<file path="src/rtl/emif_arb_pkg.sv">
// rtl/emif_arb_pkg.sv - shared types for the two-port EMIF Avalon-MM arbiter
package emif_arb_pkg;

  localparam int PORT_W   = 1;
  localparam int TAG_BC_W = 7;

  typedef enum logic [1:0] {
    IDLE     = 2'd0,
    RD_CMD   = 2'd1,
    WR_BURST = 2'd2
  } state_t;

  // One entry per outstanding read command: who issued it and how many beats return
  typedef struct packed {
    logic [PORT_W-1:0]   port;
    logic [TAG_BC_W-1:0] burstcount;
  } rd_tag_t;

endpackage

</file>
<file path="src/rtl/emif_rd_tag_fifo.sv">
// rtl/emif_rd_tag_fifo.sv - synchronous FIFO of outstanding read tags
module emif_rd_tag_fifo
  import emif_arb_pkg::*;
#(
  parameter int DEPTH = 32,
  localparam int AW = $clog2(DEPTH)
) (
  input  logic          clk,
  input  logic          rst,
  input  logic          push,
  input  rd_tag_t       push_tag,
  input  logic          pop,
  output rd_tag_t       head,
  output logic          full,
  output logic          empty,
  output logic [AW:0]   level
);

  rd_tag_t         mem [DEPTH];
  logic [AW-1:0]   wr_ptr;
  logic [AW-1:0]   rd_ptr;
  logic            do_push;
  logic            do_pop;

  assign full    = (level == (AW+1)'(DEPTH));
  assign empty   = (level == '0);
  assign do_push = push & ~full;
  assign do_pop  = pop & ~empty;
  assign head    = mem[rd_ptr];

  // Tag storage; contents need no reset because level gates every read
  always_ff @(posedge clk) begin
    if (do_push) mem[wr_ptr] <= push_tag;
  end

  // Pointers and fill level; a simultaneous push and pop leaves the level unchanged
  always_ff @(posedge clk or posedge rst) begin
    if (rst) begin
      wr_ptr <= '0;
      rd_ptr <= '0;
      level  <= '0;
    end else begin
      if (do_push) wr_ptr <= wr_ptr + 1'b1;
      if (do_pop)  rd_ptr <= rd_ptr + 1'b1;
      case ({do_push, do_pop})
        2'b10:   level <= level + 1'b1;
        2'b01:   level <= level - 1'b1;
        default: level <= level;
      endcase
    end
  end

endmodule

</file>
<file path="src/rtl/emif_amm_arbiter.sv">
// rtl/emif_amm_arbiter.sv - round-robin two-port arbiter for the EMIF Avalon-MM user port
module emif_amm_arbiter
  import emif_arb_pkg::*;
#(
  parameter int ADDR_W       = 27,
  parameter int DATA_W       = 128,
  parameter int BE_W         = 16,
  parameter int BURST_W      = 7,
  parameter int RD_TAG_DEPTH = 32,
  localparam int LVL_W = $clog2(RD_TAG_DEPTH) + 1
) (
  input  logic                 emif_usr_clk,
  input  logic                 emif_usr_reset,
  input  logic                 local_cal_success,
  input  logic [1:0]           s_read,
  input  logic [1:0]           s_write,
  input  logic [2*ADDR_W-1:0]  s_address,
  input  logic [2*DATA_W-1:0]  s_writedata,
  input  logic [2*BE_W-1:0]    s_byteenable,
  input  logic [2*BURST_W-1:0] s_burstcount,
  output logic [1:0]           s_ready,
  output logic [DATA_W-1:0]    s_readdata,
  output logic [1:0]           s_readdatavalid,
  input  logic                 amm_ready,
  output logic                 amm_read,
  output logic                 amm_write,
  output logic [ADDR_W-1:0]    amm_address,
  output logic [DATA_W-1:0]    amm_writedata,
  output logic [BE_W-1:0]      amm_byteenable,
  output logic [BURST_W-1:0]   amm_burstcount,
  input  logic [DATA_W-1:0]    amm_readdata,
  input  logic                 amm_readdatavalid,
  output logic [LVL_W-1:0]     rd_outstanding,
  output logic                 protocol_err
);

  state_t               state, state_nx;
  logic                 g, g_nx, last, last_nx;
  logic [BURST_W-1:0]   wr_cnt, wr_cnt_nx, wr_len, wr_len_nx, cur_len;
  logic [BURST_W-1:0]   rd_cnt, bc_g, bc_eff;
  logic [1:0]           req;
  logic                 busy, push, pop, err_set, rv_ok;
  logic                 fifo_full, fifo_empty;
  rd_tag_t              push_tag, head;

  assign busy   = (state != IDLE);
  assign req    = (s_read | s_write) & {2{local_cal_success}};
  assign bc_g   = g ? s_burstcount[BURST_W +: BURST_W] : s_burstcount[0 +: BURST_W];
  // A zero burstcount is flagged but still forwarded and tracked as a single beat
  assign bc_eff = (bc_g == '0) ? BURST_W'(1) : bc_g;

  assign amm_address    = busy ? (g ? s_address[ADDR_W +: ADDR_W] : s_address[0 +: ADDR_W]) : '0;
  assign amm_writedata  = busy ? (g ? s_writedata[DATA_W +: DATA_W] : s_writedata[0 +: DATA_W]) : '0;
  assign amm_byteenable = busy ? (g ? s_byteenable[BE_W +: BE_W] : s_byteenable[0 +: BE_W]) : '0;
  assign amm_burstcount = busy ? bc_g : '0;

  assign push_tag = '{port: g, burstcount: bc_eff};

  // Return path: route each beat to the port at the FIFO head; stray beats are dropped
  assign s_readdata      = amm_readdata;
  assign rv_ok           = amm_readdatavalid & ~fifo_empty;
  assign s_readdatavalid = rv_ok ? (head.port[0] ? 2'b10 : 2'b01) : 2'b00;
  assign pop             = rv_ok & ((rd_cnt + 1'b1) == head.burstcount);

  emif_rd_tag_fifo #(.DEPTH(RD_TAG_DEPTH)) u_tag_fifo (
    .clk      (emif_usr_clk),
    .rst      (emif_usr_reset),
    .push     (push),
    .push_tag (push_tag),
    .pop      (pop),
    .head     (head),
    .full     (fifo_full),
    .empty    (fifo_empty),
    .level    (rd_outstanding)
  );

  // Arbitration, command forwarding and burst tracking
  always_comb begin
    state_nx  = state;
    g_nx      = g;
    last_nx   = last;
    wr_cnt_nx = wr_cnt;
    wr_len_nx = wr_len;
    cur_len   = wr_len;
    amm_read  = 1'b0;
    amm_write = 1'b0;
    s_ready   = 2'b00;
    push      = 1'b0;
    err_set   = 1'b0;
    case (state)
      IDLE: begin
        if (req != 2'b00) begin
          g_nx     = (req == 2'b11) ? ~last : req[1];
          state_nx = s_write[g_nx] ? WR_BURST : RD_CMD;
          err_set  = s_read[g_nx] & s_write[g_nx];
        end
      end
      RD_CMD: begin
        amm_read   = s_read[g] & ~fifo_full;
        s_ready[g] = amm_ready & ~fifo_full;
        if (amm_read && amm_ready) begin
          push     = 1'b1;
          err_set  = (bc_g == '0);
          last_nx  = g;
          state_nx = IDLE;
        end
      end
      WR_BURST: begin
        amm_write  = s_write[g];
        s_ready[g] = amm_ready;
        if (amm_write && amm_ready) begin
          if (wr_cnt == '0) begin
            cur_len   = bc_eff;
            wr_len_nx = bc_eff;
            err_set   = (bc_g == '0);
          end
          if ((wr_cnt + 1'b1) == cur_len) begin
            wr_cnt_nx = '0;
            last_nx   = g;
            state_nx  = IDLE;
          end else begin
            wr_cnt_nx = wr_cnt + 1'b1;
          end
        end
      end
      default: state_nx = IDLE;
    endcase
  end

  // State, grant and counter registers plus the sticky error flag
  always_ff @(posedge emif_usr_clk or posedge emif_usr_reset) begin
    if (emif_usr_reset) begin
      state        <= IDLE;
      g            <= 1'b0;
      last         <= 1'b1;
      wr_cnt       <= '0;
      wr_len       <= '0;
      rd_cnt       <= '0;
      protocol_err <= 1'b0;
    end else begin
      state  <= state_nx;
      g      <= g_nx;
      last   <= last_nx;
      wr_cnt <= wr_cnt_nx;
      wr_len <= wr_len_nx;
      if (pop)        rd_cnt <= '0;
      else if (rv_ok) rd_cnt <= rd_cnt + 1'b1;
      if (err_set || (amm_readdatavalid && fifo_empty)) protocol_err <= 1'b1;
    end
  end

endmodule
</file>
<file path="config.mk">
export PLATFORM = sky130hd
export DESIGN_NAME = emif_amm_arbiter
export DESIGN_NICKNAME = d
export VERILOG_FILES = /design/src/rtl/emif_arb_pkg.sv /design/src/rtl/emif_rd_tag_fifo.sv /design/src/rtl/emif_amm_arbiter.sv
export SDC_FILE = /design/constraint.sdc
export NUM_CORES = 1
export LEC_CHECK = 0
export CAP_MARGIN = 20
export CORE_AREA = 4 4 313 315
export CTS_CLUSTER_DIAMETER = 100
export DETAILED_ROUTE_END_ITERATION = 8
export DIE_AREA = 0 0 317 319
export PLACE_DENSITY_LB_ADDON = 0.2
export SKIP_CTS_REPAIR_TIMING = 1
export SYNTH_ARGS = -nofsm -noshare
export SYNTH_HDL_FRONTEND = slang
export SYNTH_SLANG_ARGS = --single-unit
export TNS_END_PERCENT = 30
</file>
<file path="constraint.sdc">
create_clock -name emif_usr_clk -period 5.8 [get_ports emif_usr_clk]
set_input_delay 1.16 -clock emif_usr_clk [delete_from_list [all_inputs] [get_ports emif_usr_clk]]
set_output_delay 1.16 -clock emif_usr_clk [all_outputs]
set_load 0.02 [all_outputs]
</file>
-- Yosys cells after proc, flatten, opt, wreduce, memory -nomap -nowiden
Memory sizes are Yosys's and may differ from the RTL's.
Index checks and enable logic that the tools add are counted.
- register bits after elaboration: 42
- memory bits (writable): 256
- input bits: 493
- memories kept: 1
- memory list (memory ; words ; width ; rd ports ; clocked after Yosys merged registers in ; wr ports ; RTL line ; source):
    u_tag_fifo.mem ; 32 ; 8 ; 1 ; 0 ; 1 ; emif_rd_tag_fifo.sv:19 ; rd_tag_t mem [DEPTH];
- add/subtract/negate cells: 6
- order comparisons: 3
- equality and inequality tests: 12
- mux-type cells: 51
- bitwise gates (word level): 14
- reductions and logical operators: 18
- operator list (kind ; count):
    $mux W128 ; 2
    $mux W7 ; 9
    $mux W27 ; 2
    $mux W16 ; 2
    $mux W1 ; 23
    $add A7 B1 Y7 const B ; 2
    $eq A7 B7 Y1 ; 2
    $logic_not A7 Y1 ; 2
    $mux W2 ; 7
    $pmux W6 S2 ; 1
    $add A5 B1 Y5 const B ; 2
    $reduce_bool A2 Y1 ; 5
    $ne A2 B2 Y1 const B ; 4
    $reduce_and A4 Y1 ; 2
    $and A1 B1 Y1 ; 7
    $add A6 B1 Y6 const B ; 1
    $and A2 B2 Y2 ; 3
    $eq A2 B2 Y1 const B ; 3
    $eq A6 B6 Y1 const B ; 1
    $logic_not A6 Y1 ; 1
    $pmux W2 S3 ; 1
    $sub A6 B1 Y6 const B ; 1
    $eq A2 B1 Y1 const B ; 2
    $logic_and A1 B1 Y1 ; 4
    other kinds (11) ; 15

-- Logic depth before layout (Yosys ltp)
- word-level depth: 10
- gate-level depth with buffers: 21
- depth with buffers taken out: 16

-- Cells and area by module
Synthesis repeated with hierarchy kept, for this count alone.
- cell total of the unflattened synthesis: 1332
- area total of the unflattened synthesis: 16522.1 um2
- modules (own cells, without submodules) (module ; times used ; cells an instance ; area an instance (um2)):
    emif_rd_tag_fifo ; 1 ; 560 ; 10911.7
    emif_amm_arbiter ; 1 ; 772 ; 5610.4

-- Worst setup path after synthesis
Ideal clock, no wire load.
- kind: reg2reg
- start: register u_tag_fifo.rd_ptr[0]
- end: register u_tag_fifo.level[5]
- setup time: 0.134 ns
- data arrival time: 4.167 ns
- data required time: 5.666 ns
- path slack: 1.499 ns
- cell stages (with the launch flop): 20
- buffers on the path: 4
- cells stage by stage: dfrtp_1 -> buf_6 -> buf_6 -> buf_6 -> mux2_1 -> a221oi_1 -> nand3_1 -> and3_1 -> or4_4 -> nor4_4 -> buf_6 -> ha_1 -> ha_1 -> a21o_1 -> a21oi_1 -> o21bai_1 -> a21oi_1 -> xor2_1 -> nor2_1 -> xor2_1
- longest elaborated chain between the ends: 6
- elaborated cells on any way between the ends: 8
- classes of those cells: 3 x eq/ne; 1 x mux; 2 x bitwise; 1 x reduce/logical; 1 x memory
- RTL lines (what ; RTL line ; source):
    start: declaration ; emif_rd_tag_fifo.sv:21 ; logic [AW-1:0] rd_ptr;
    start signal: assignment ; emif_rd_tag_fifo.sv:44 ; if (do_pop) rd_ptr <= rd_ptr + 1'b1;
    $mem_v2 Z32 W8 (*) ; -- ;
    $eq A7 B7 Y1 (*) ; emif_amm_arbiter.sv:63 ; assign pop = rv_ok & ((rd_cnt + 1'b1) == head.burstcount);
    $and A1 B1 Y1 (*) ; emif_amm_arbiter.sv:63 ;
    $and A1 B1 Y1 (*) ; emif_rd_tag_fifo.sv:28 ; assign do_pop = pop & ~empty;
    via u_tag_fifo.do_pop ; emif_rd_tag_fifo.sv:23 ; logic do_pop;
    $eq A2 B1 Y1 / $eq A2 B2 Y1 (equally long branches) ; emif_rd_tag_fifo.sv:45 ; case ({do_push, do_pop})
    $pmux W6 S2 / $reduce_bool A2 Y1 (equally long branches) ; -- ;
    end signal: assignment ; emif_rd_tag_fifo.sv:46 ; 2'b10: level <= level + 1'b1;
    end signal: assignment ; emif_rd_tag_fifo.sv:47 ; 2'b01: level <= level - 1'b1;
    end signal: assignment ; emif_rd_tag_fifo.sv:48 ; default: level <= level;
    end: declaration ; emif_rd_tag_fifo.sv:16 ; output logic [AW:0] level
The timed path passes the listed nets; every way through them passes the cells marked *.
A chain may end at the register's enable or synchronous reset.

-- Worst setup path after layout
- start: register u_tag_fifo.rd_ptr[0]
- end: output port s_readdatavalid[0]
- longest elaborated chain between the ends: 3
- RTL lines (what ; RTL line ; source):
    $mem_v2 Z32 W8 ; -- ;
    $mux W2 (2 in series) ; emif_amm_arbiter.sv:62 ; assign s_readdatavalid = rv_ok ? (head.port[0] ? 2'b10 : 2'b01) : 2'b00;
    end: declaration ; emif_amm_arbiter.sv:23 ; output logic [1:0] s_readdatavalid,
No other way between the ends.

==> run summary <==
Status: complete, no violations
Post-synth EDFFs: 256
Leak: 8.30 nW
Maximum root-to-sink buffer count: 3
Worst setup SP type: register
CTS Buf Count: 35
Crit path required time: 4.64 ns
Rows: 113
Period minus WS final: 4.94 ns
Total Die Area: 101000 sq um
Initial antenna violation count: 13
P&R area growth vs syn: 45.1%
Clock sink count: 298
F_max: 203 MHz
Slew of the pin with the lowest slew margin: 1.28 ns
Critical R2R Launch: u_tag_fifo.rd_ptr[0]
H-tree levels: 2
Synth top area cells: edfxtp_1, mux2i_1, mux4_2
Synth cell types: 63
Cell Area, Synth: 16300 sq um
Met2 wire length: 42300 microns
Largest family of logic cells by synthesized area: multiplexers
CTS tree: done
Cells after synthesis: 1310
Max-cap violations: 0
Area share of the largest cell type after synthesis: 0.471
Placed insts: 2961
Hold path start: wr_len[6]
DRT antenna net count: 0
Mux cell area share after synthesis: 0.206
CP Data Arrival Time: 3.78 ns
Simple-gate share of the synthesized area: 0.0988
Layout cell share with drive strength beyond 1: 0.101
First-pass GRT wire length: 135000 microns
Worst min-delay path category: reg -> reg
Starting DRT DRC Count: 1080
Fill count: 9894
HPWL Detailed: 86900 microns
XOR/XNOR share of the synthesized area: 0.0144
Crit path top cell by count: mux4_2
Post-synth net total: 1821
Synth Area in Adders: 0.0143
Most frequent cell after synthesis: edfxtp_1
IO Count: 812
Nets: 2250
Vias: 12947
Die W: 317 microns
Post-layout util: 0.250
Drc violations: 0
Synth Warn #: 0
Crit end category: primary output
Post-Route Setup TNS: 0 ns
Prevailing post-synth register cell: edfxtp_1
Final wirelength: 106000 microns
Clock latency on the worst-skew pair: 0.54 ns
Post-synthesis sequential area ratio: 0.536
Metal3 WL: 16000 microns
Tot GR Track Use: 0.202
CP max stage cell: dfrtp_4
Syn avg cell area: 12.5 sq um
Hold Path End: wr_len[6]
GPL Wtd Cong: 0.958
Synth Area in Compound Gates: 0.0468
Flop2flop setup slack: 1.05 ns
CP Max Fanout: 29
Overall power: 10.5 mW
Hold depth: 2
Initial Util: 0.172
Cells on worst reg2reg path: 16
Port Buffer Count: 555
Most frequent cells after synthesis: edfxtp_1, nor2_1, mux2i_1
Chip Height: 319 microns
Final Max Slew Viols: 0
Register clock-pin slew on the reported worst setup and hold paths: 0.06 ns
Grt ovf: 0
Slew HR: 0.120
Routed length on met1: 45000 microns
PD cells: 443 nW/um^2
Top sig layer: met5
Top cell type by total area after synthesis: edfxtp_1
Hold Vio Cnt, Final: 0
Synth async-reset ratio: 0.141
Clk Tree Root Cell: clkbuf_16
RSZ-0062 raised after global routing: no
Vias in the first global route: 13342
Drt via density: 4.27
Worst r2r dst: u_tag_fifo.level[5]
Setup violators final: 0
Core box area: 94900 sq um
Non-Filler Instances: 3033
WL per Instance: 34.9 microns
Crit-path max cell delay: 0.80 ns
WS Path Type: reg -> out
Largest net degree at the start of global routing: 93
Final Skew: 0.0311 ns
Yosys reg bits: 298
Worst VDD drop: 291 uV
Crit path cell chain: buf_12 -> mux4_2 -> mux4_2 -> mux2i_1 -> nor2b_1 -> clkdlybuf4s50_1
Period utilization: 0.851
DRT Pass-1 Iters: 8
==> power by group <==
group          switching (mW)  internal (mW)  total (mW)
sequential              0.254           2.61        2.86
clock                   0.881           1.22        2.10
combinational            3.36           2.16        5.52
total                    4.49           5.99        10.5
==> layout make-up <==
class | count | area [sq um] | area share
antenna | 4 | 10.0 | 0.000423
clock buffer | 42 | 912 | 0.0385
clock inverter | 20 | 165 | 0.00698
inverter | 17 | 63.8 | 0.00270
multi-input combinational | 788 | 6220 | 0.263
sequential | 298 | 8750 | 0.370
tap | 1265 | 1580 | 0.0669
timing repair buffer | 599 | 5970 | 0.252
==> kinds of logic (layout without fill, tap and decap cells) <==
kind of cell             Yosys count  in the layout
adder cells (fa/ha/maj)           18             18
multiplexers                     267            267
other                              0              4
XOR/XNOR                          26             26
buffers and inverters            224            678
flip-flops                       298            298
AND/OR/NAND/NOR                  366            366
AO/OA/AOI/OAI                    111            111
==> layout by cell type, fill, tap and decap left out, types with 4 or more instances in the layout <==
cell type,n
nand3_1,23
clkbuf_16,35
mux4_2,53
xor2_1,10
clkinv_2,5
nor2_1,227
a211o_1,7
nand2_1,49
diode_2,4
and2_1,6
or3_1,5
xnor2_1,15
nor3_1,8
o221ai_1,8
clkinv_1,6
a22oi_1,6
buf_12,5
nand3b_1,4
o21ai_0,27
o31ai_1,4
inv_1,16
buf_4,38
mux2_2,14
a21o_1,5
nor2b_1,12
clkdlybuf4s50_1,555
and3_1,11
a221oi_1,6
clkbuf_1,6
a21oi_1,16
mux2i_1,198
ha_1,16
a22o_1,11
nand4_1,4
edfxtp_1,256
dfrtp_1,39
==> stage by stage <==
step | worst slack, ns | area (sq um) | hold WS [ns]
finish | 0.863 | 23700 | 0.492
global route | 0.649 | 23700 | 0.528
CTS | 0.696 | 23600 | 0.492
floorplan | 1.50 | 16300 | 0.444
global placement | 0.928 | 22500 | 0.465
detailed placement | 1.00 | 22500 | 0.480
==> sequential cells by signal, indices dropped and copies added, names as in the netlist <==
| signal | cells |
|---|---|
| wr_len | 7 |
| wr_cnt | 7 |
| g | 1 |
| u_tag_fifo.level | 6 |
| u_tag_fifo.mem | 256 |
| u_tag_fifo.rd_ptr | 5 |
| u_tag_fifo.wr_ptr | 5 |
| protocol_err | 1 |
| rd_cnt | 7 |
| state | 2 |
| last | 1 |
==> routing by layer <==
layer	track usage	vias to the layer above
met4	0.0257	18
met1	0.259	6535
met5	0.0805	-
met2	0.277	765
li1	-	5549
met3	0.142	80
==> worst max path at each step <==
| stage | start | endpoint | slack (ns) | cells past startpoint |
|---|---|---|---|---|
| final | u_tag_fifo.rd_ptr[0] | s_readdatavalid[0] | 0.86 | 6 |
| after detailed placement | u_tag_fifo.rd_ptr[0] | u_tag_fifo.level[5] | 1.00 | 15 |
| after CTS | u_tag_fifo.rd_ptr[0] | s_readdatavalid[0] | 0.70 | 6 |
| after floorplan | u_tag_fifo.rd_ptr[0] | u_tag_fifo.level[5] | 1.50 | 19 |
| after global placement | u_tag_fifo.rd_ptr[0] | u_tag_fifo.level[5] | 0.93 | 15 |
| after global routing | u_tag_fifo.rd_ptr[0] | s_readdatavalid[0] | 0.65 | 6 |
==> critical path: cells and delay by family (launching register included) <==
kind / cells / cell delay [ns]
muxes: 3 / 1.27
buffers and inverters: 2 / 0.97
DFF: 1 / 0.80
and+or+nand+nor: 1 / 0.17
(Power assumes the default switching activity.)
